<file path="config.mk">
export PLATFORM = sky130hd
export DESIGN_NAME = mult_seq_flat
export DESIGN_NICKNAME = d
export VERILOG_FILES = /design/src/rtl/mult_seq_pkg.sv /design/src/rtl/mult_seq_if.sv /design/src/rtl/mult_seq.sv /design/src/flat_wrapper.sv
export SDC_FILE = /design/constraint.sdc
export NUM_CORES = 1
export LEC_CHECK = 0
export CAP_MARGIN = 10
export CORE_UTILIZATION = 40
export DETAILED_ROUTE_END_ITERATION = 12
export GPL_TIMING_DRIVEN = 0
export PLACE_DENSITY = 0.57
export SYNTH_ARGS = -nofsm -noshare
export SYNTH_HDL_FRONTEND = slang
export SYNTH_SLANG_ARGS = --single-unit
</file>
<file path="constraint.sdc">
create_clock -name clock -period 6.57 [get_ports clock]
set_clock_uncertainty 0.05 [all_clocks]
set_input_delay 1.314 -clock clock [delete_from_list [all_inputs] [get_ports clock]]
set_output_delay 1.314 -clock clock [all_outputs]
set_load 0.02 [all_outputs]
</file>
<file path="src/rtl/mult_seq_pkg.sv">
// Shared constants and helpers for the sequential multiply/divide units.
package mult_seq_pkg;

  localparam int unsigned MUL_N  = 32;
  localparam int unsigned MUL_CW = 5;

  typedef enum logic {
    MUL_UNSIGNED = 1'b0,
    MUL_SIGNED   = 1'b1
  } mul_op_t;

  typedef enum logic {
    StIdle,
    StRun
  } mul_state_t;

  // Two's-complement negate when c is set; turns a signed operand into its magnitude.
  function automatic logic [MUL_N-1:0] neg_if(input logic [MUL_N-1:0] x, input logic c);
    return c ? (~x + 1'b1) : x;
  endfunction

endpackage

</file>
<file path="src/rtl/mult_seq_if.sv">
// Start/busy handshake and result bus shared by the sequential multiplier and its controller.
interface mult_seq_if import mult_seq_pkg::*; #(
  parameter int unsigned N = MUL_N
) ();

  logic [N-1:0] a;
  logic [N-1:0] b;
  logic         sign;
  logic         start;
  logic [N-1:0] hi;
  logic [N-1:0] lo;
  logic         busy;
  logic         done;

  modport master (
    output a, b, sign, start,
    input  hi, lo, busy, done
  );

  modport slave (
    input  a, b, sign, start,
    output hi, lo, busy, done
  );

endinterface

</file>
<file path="src/rtl/mult_seq.sv">
// Iterative NxN -> 2N shift-add multiplier (MULT/MULTU) with start/busy/done handshake.
// Define MULT_EARLY_OUT_EN to finish as soon as the remaining multiplier bits are all zero.
module mult_seq import mult_seq_pkg::*; #(
  parameter int unsigned N  = MUL_N,
  parameter int unsigned CW = MUL_CW
) (
  input logic       clock,
  input logic       reset,
  mult_seq_if.slave bus
);

  mul_state_t     state_q;
  logic [N-1:0]   reg_a_q;
  logic [N-1:0]   reg_b_q;
  logic [N:0]     acc_hi_q;
  logic [CW-1:0]  count_q;
  logic           neg_q;
  logic [N-1:0]   hi_q;
  logic [N-1:0]   lo_q;
  logic           done_q;

  logic           op_signed;
  logic [N:0]     sum;
  logic [2*N-1:0] prod_full;
  logic [2*N-1:0] prod;
  logic [2*N-1:0] prod_signed;
  logic           last_iter;
  logic           finish;

  assign op_signed = (mul_op_t'(bus.sign) == MUL_SIGNED);
  assign sum       = acc_hi_q + (reg_b_q[0] ? {1'b0, reg_a_q} : '0);
  // Product after this edge's add and shift: the new acc_hi sits above the shifted reg_b.
  assign prod_full = {sum, reg_b_q[N-1:1]};
  assign last_iter = (count_q == CW'(N - 1));

`ifdef MULT_EARLY_OUT_EN
  logic [N-1:0]   rem_mask;
  logic           early;
  logic [CW:0]    shamt;
  logic [2*N-1:0] prod_early;

  assign rem_mask   = {N{1'b1}} >> count_q;
  assign early      = ((reg_b_q & rem_mask) == '0);
  assign shamt      = (CW + 1)'(N) - {1'b0, count_q};
  // No further adds remain, so the outstanding shifts collapse into one.
  assign prod_early = {acc_hi_q[N-1:0], reg_b_q} >> shamt;
  assign finish     = last_iter | early;
  assign prod       = early ? prod_early : prod_full;
`else
  assign finish     = last_iter;
  assign prod       = prod_full;
`endif

  assign prod_signed = neg_q ? (~prod + 1'b1) : prod;

  always_ff @(posedge clock or posedge reset) begin
    if (reset) begin
      state_q  <= StIdle;
      reg_a_q  <= '0;
      reg_b_q  <= '0;
      acc_hi_q <= '0;
      count_q  <= '0;
      neg_q    <= 1'b0;
      hi_q     <= '0;
      lo_q     <= '0;
      done_q   <= 1'b0;
    end else begin
      done_q <= 1'b0;
      unique case (state_q)
        StIdle: begin
          if (bus.start) begin
            reg_a_q  <= neg_if(bus.a, op_signed & bus.a[N-1]);
            reg_b_q  <= neg_if(bus.b, op_signed & bus.b[N-1]);
            neg_q    <= op_signed & (bus.a[N-1] ^ bus.b[N-1]);
            acc_hi_q <= '0;
            count_q  <= '0;
            state_q  <= StRun;
          end
        end
        StRun: begin
          acc_hi_q <= {1'b0, sum[N:1]};
          reg_b_q  <= {sum[0], reg_b_q[N-1:1]};
          count_q  <= count_q + 1'b1;
          if (finish) begin
            {hi_q, lo_q} <= prod_signed;
            done_q       <= 1'b1;
            state_q      <= StIdle;
          end
        end
        default: state_q <= StIdle;
      endcase
    end
  end

  assign bus.hi   = hi_q;
  assign bus.lo   = lo_q;
  assign bus.busy = (state_q == StRun);
  assign bus.done = done_q;

endmodule

</file>
<file path="src/flat_wrapper.sv">
// flat-port wrapper written by rule: the top's interface ports become plain ports
module mult_seq_flat import mult_seq_pkg::*;
#(
  parameter int unsigned N  = MUL_N,
  parameter int unsigned CW = MUL_CW
)
  (clock, reset, bus_a, bus_b, bus_sign, bus_start, bus_hi, bus_lo, bus_busy, bus_done);
  mult_seq_if #(.N(N)) bus_i ();
  input logic clock;
  input logic reset;
  input wire logic [$bits(bus_i.a)-1:0] bus_a;
  input wire logic [$bits(bus_i.b)-1:0] bus_b;
  input wire logic [$bits(bus_i.sign)-1:0] bus_sign;
  input wire logic [$bits(bus_i.start)-1:0] bus_start;
  output wire logic [$bits(bus_i.hi)-1:0] bus_hi;
  output wire logic [$bits(bus_i.lo)-1:0] bus_lo;
  output wire logic [$bits(bus_i.busy)-1:0] bus_busy;
  output wire logic [$bits(bus_i.done)-1:0] bus_done;
  assign bus_i.a = bus_a;
  assign bus_i.b = bus_b;
  assign bus_i.sign = bus_sign;
  assign bus_i.start = bus_start;
  assign bus_hi = bus_i.hi;
  assign bus_lo = bus_i.lo;
  assign bus_busy = bus_i.busy;
  assign bus_done = bus_i.done;
  mult_seq #(.N(N), .CW(CW)) u_core (.clock(clock), .reset(reset), .bus(bus_i));
endmodule
</file>
---- Word-level counts from Yosys, hierarchy flattened ----
Cells that the tools add are included.
operators by class
  $add $sub $neg .......................... 5
  equal/unequal tests ..................... 2
  multiplexer cells ....................... 15
  bitwise operators ....................... 8
  reduce and logical (&&, ||, !) cells .... 2
operators by type and width
  cell                   number
  $mux 32                4
  $pmux 33 s2            1
  $add 32x1->32 const B  2
  $add 64x1->64 const B  1
  $mux 64                1
  $not 32->32            2
  $not 64->64            1
  $pmux 32 s2            1
  $add 33x33->33         1
  $mux 33                1
  $pmux 5 s2             1
  $add 5x1->5 const B    1
  $eq 5x5->1 const B     1
  $mux 5                 1
  $mux 1                 4
  $reduce_and 2->1       2
  $and 1x1->1            3
  $ne 2x2->1 const B     1
  $pmux 1 s2             1
  $not 1->1              1
  $xor 1x1->1            1
word-level totals
  register bits after elaboration ......... 169
  output and inout port bits .............. 66
  logic and storage cells ................. 41

---- Longest topological paths before layout ----
  depth in word-level cells ............... 5
  gate-level depth with buffers ........... 16
  mapped depth without buffers ............ 14

---- Least setup slack after synthesis ----
No wires, ideal clock.
  path kind ............................... reg-to-reg
  start ................................... register u_core.reg_b_q[0]
  end ..................................... register u_core.hi_q[31], in the netlist u_core.bus.hi[31]
  setup time .............................. 0.122 ns
  arrival time ............................ 4.467 ns
  data required time ...................... 6.398 ns
  setup slack ............................. 1.930 ns
  cell stages (with the launch flop) ...... 15
  buffers on the path ..................... 1
  clock period less this slack ............ 4.640 ns
  cells stage by stage .................... dfrtp_1 -> clkbuf_1 -> and2_1 -> ha_1 -> fa_1 -> or4_1 -> or2_2 -> or3_2 -> or4_4 -> or3_4 -> nor2_4 -> nand4_4 -> o41ai_1 -> xor2_1 -> o21ai_1
between the ends
  cells in the longest elaborated chain, start to end .. 5
RTL lines
  item                    RTL line        text
  from (decl)             mult_seq.sv:14  logic [N-1:0] reg_b_q;
  from (signal assigned)  mult_seq.sv:73  reg_b_q <= neg_if(bus.b, op_signed & bus.b[N-1]);
  from (signal assigned)  mult_seq.sv:82  reg_b_q <= {sum[0], reg_b_q[N-1:1]};
  $mux 32 (*)             mult_seq.sv:31  assign sum = acc_hi_q + (reg_b_q[0] ? {1'b0, reg_a_q} : '0);
  $add 33x33->33 (*)      mult_seq.sv:31
  $not 64->64             mult_seq.sv:54  assign prod_signed = neg_q ? (~prod + 1'b1) : prod;
  $add 64x1->64           mult_seq.sv:54
  $mux 64 (*)             mult_seq.sv:54
  to (signal assigned)    mult_seq.sv:85  {hi_q, lo_q} <= prod_signed;
  to (decl)               mult_seq.sv:18  logic [N-1:0] hi_q;
Every way passes the cells marked *; elsewhere a longest branch is shown, timed or not.
A chain may end at the register's enable or synchronous reset.

---- Worst setup path in the final report ----
  start ................................... register u_core.reg_b_q[0]
  end ..................................... register u_core.hi_q[30], in the netlist u_core.bus.hi[30]
Same word-level chain as after synthesis.

==> out/qor.csv <==
metric,value,unit
drtIter0Drc,663,
grt_antenna_before_repair,0,
routed_via_density,5.586,
avgSynthCellArea,8.392,µm²
p_leak,5.648,nW
placed_cells,1793,
synth_cell_types,65,
grtUsageTotal,0.2413,
die_x,168.4,µm
io_buffers,131,
synth-main-ff-cell,dfrtp_1,
fillerInstances,2715,
cts_setup_buffers,0,
die_area,28340,µm²
layout.nets,1577,
r2r-end,u_core.bus.hi[30],
yosys.area_share.simple,0.1955,
rrSetupSlack,0.62,ns
cts_sinks,168,
final_cells,1825,
gp_congestion,0.8962,
setup_ws,0.6157,ns
irDropWorstVdd,0.0001679,V
grt_pass1_wl,53250,µm
endpoint_kind,flop,
cts_root_buf,clkbuf_16,
tritoncts,done,
clk_path_buf_depth,2,
coreArea,27030,µm²
r2r_start,u_core.reg_b_q[0],
cts_resized,0,
wirelength,33200,µm
arrival,6.20,ns
area_growth,21.02,%
tightestPinTransition,1.007,ns
setup_viol,0,
synth_top_family_by_area,compound AO/OA/AOI/OAI gates,
worst_setup_path_start_kind,flop,
outcome,finished clean,
synth-compound-area-share,0.2264,
fin_util,0.4957,
cp.required,6.81,ns
min_path_type,reg -> reg,
antenna_cells,0,
worstSetupPathType,reg -> reg,
synth-edff-count,0,
synth-xor-area-share,0.1076,
synth_async_sr_flop_share,1.000,
dp_hpwl,25760,µm
r2r_cells,13,
synthMuxAreaShare,0.009947,
place_area,12850,µm²
cp_max_fo,10,
insertion_delay,0.43,ns
multi_input_area,6456,µm²
seqCellArea,4204,µm²
grt_setup_unrepaired,false,
slew_violations,0,
clkTransAtPathRegs,0.07,ns
dr.pass1.iters,6,
grt_max_degree,106,
hold-worst-slack,0.4241,ns
ys_ff_latch,168,
boundaryPins,134,
period_needed,5.954,ns
min_period_over_period,0.9063,
holdBufCountCts,0,
ys_seq_area_frac,0.3798,
finalHoldViolCount,0,
htree_levels,4,
powerDensity,417.4,nW/µm²
grt_pass1_vias,9707,
yosys_warnings,0,
initial_core_util,0.4096,
post-place-ws,0.6790,ns
synthCells,1319,
layout-drive-gt1-share,0.03976,
layout_commonest_cell,nand2_1,
hold_depth,2,
drc,0,
syn_nets,1425,
stdcell_area,13400,µm²
die_y,168.4,µm
netlist_area,11070,µm²
grt_overflow_total,0,
fmax,167.9,MHz
vias,10200,
num_rows,60,
crit_path_end,u_core.bus.hi[30],
crit_path_start,u_core.reg_b_q[0],
antenna_left,0,
synthAdderAreaFrac,0.04363,
wire_per_inst,18.19,µm
cts_inserted_buffers,17,
slew-limit-headroom,0.3190,
maxCapViolations,0,
final_cell_mix,"221 x nand2_1, 213 x o21ai_0, 168 x dfrtp_1",
[power by group]
| group | switching [mW] | total (mW) | internal (mW) |
|---|---|---|---|
| logic | 1.74 | 2.86 | 1.12 |
| clock network | 0.463 | 0.976 | 0.512 |
| registers | 0.335 | 1.75 | 1.42 |
[sequential cells by signal, summed over array words and instances (netlist names)]
register         count
u_core.bus.done      1
u_core.reg_b_q      32
u_core.bus.hi       32
u_core.reg_a_q      32
u_core.neg_q         1
u_core.bus.lo       32
u_core.acc_hi_q     32
u_core.bus.busy      1
u_core.count_q       5
[layer usage]
layer  share of wire  global-route usage  vias to the layer above
met4           0.017             0.06680                        0
met1            0.51              0.3629                     4906
met5               0                   0                        -
met3           0.049             0.03197                       26
li1                -                   -                     4982
met2            0.43              0.3597                      281
[worst max-delay path: stages (launching register included)]
cell and delay (ns):
dfrtp_1 0.47, clkbuf_1 0.30, and2_1 0.20, ha_1 0.18, fa_1 0.47, or4_1 0.53
or2_2 0.31, or3_2 0.52, nor4_1 0.51, nor4b_1 0.79, nand3_1 0.37, or4_1 0.67
o311ai_1 0.32, a31oi_1 0.13
[cells by family after synthesis]
logic type / after synthesis
buf+inv: 101
compound gates: 417
mux: 11
xor+xnor: 136
simple gates: 448
fa+ha+maj: 38
flops: 168
[Yosys cell counts, drive strengths merged, types with 6 or more instances]
cell,number,area share
mux2i,11,0.0099
or4,15,0.012
clkbuf,65,0.022
nand4,12,0.0081
o41ai,14,0.011
and2,38,0.021
o211ai,10,0.0068
o31ai,25,0.017
nor3,27,0.012
buf,11,0.0066
a21o,9,0.0061
ha,37,0.042
o21ai,218,0.099
nand2b,12,0.0075
inv,25,0.0085
nand3,23,0.011
dfrtp,168,0.38
nand2,221,0.075
xor2,89,0.070
nor4,10,0.0057
a31oi,6,0.0034
xnor2,47,0.037
or3,13,0.0080
a211oi,11,0.0075
a21oi,61,0.028
a22o,32,0.025
nor2,52,0.018
[how the worst min path moves through the flow]
stage,endpoint,from
floorplan,u_core.reg_a_q[0],u_core.reg_a_q[0]
global placement,u_core.reg_a_q[9],u_core.reg_a_q[9]
detailed placement,u_core.reg_a_q[7],u_core.reg_a_q[7]
CTS,u_core.reg_a_q[7],u_core.reg_a_q[7]
global route,u_core.bus.hi[25],u_core.bus.hi[25]
finish,u_core.reg_a_q[11],u_core.reg_a_q[11]
[layout make-up]
cell class / count / area share
inverters: 25 / 0.007565
clock buffers: 22 / 0.03465
flip-flops and latches: 168 / 0.3138
plain buffers: 76 / 0.02363
clock inverters: 10 / 0.006258
multi-input cells: 1050 / 0.4819
well taps: 341 / 0.03185
repair buffers: 133 / 0.1003
[stage by stage]
step | total power [mW] | setup TNS, ns
after detailed placement | 4.610 | 0
after floorplan | 3.660 | 0
after global routing | 6.037 | 0
final | 5.591 | 0
after global placement | 4.549 | -304.98
after CTS | 5.595 | 0
Note: power is estimated with default switching activity, not from simulation.
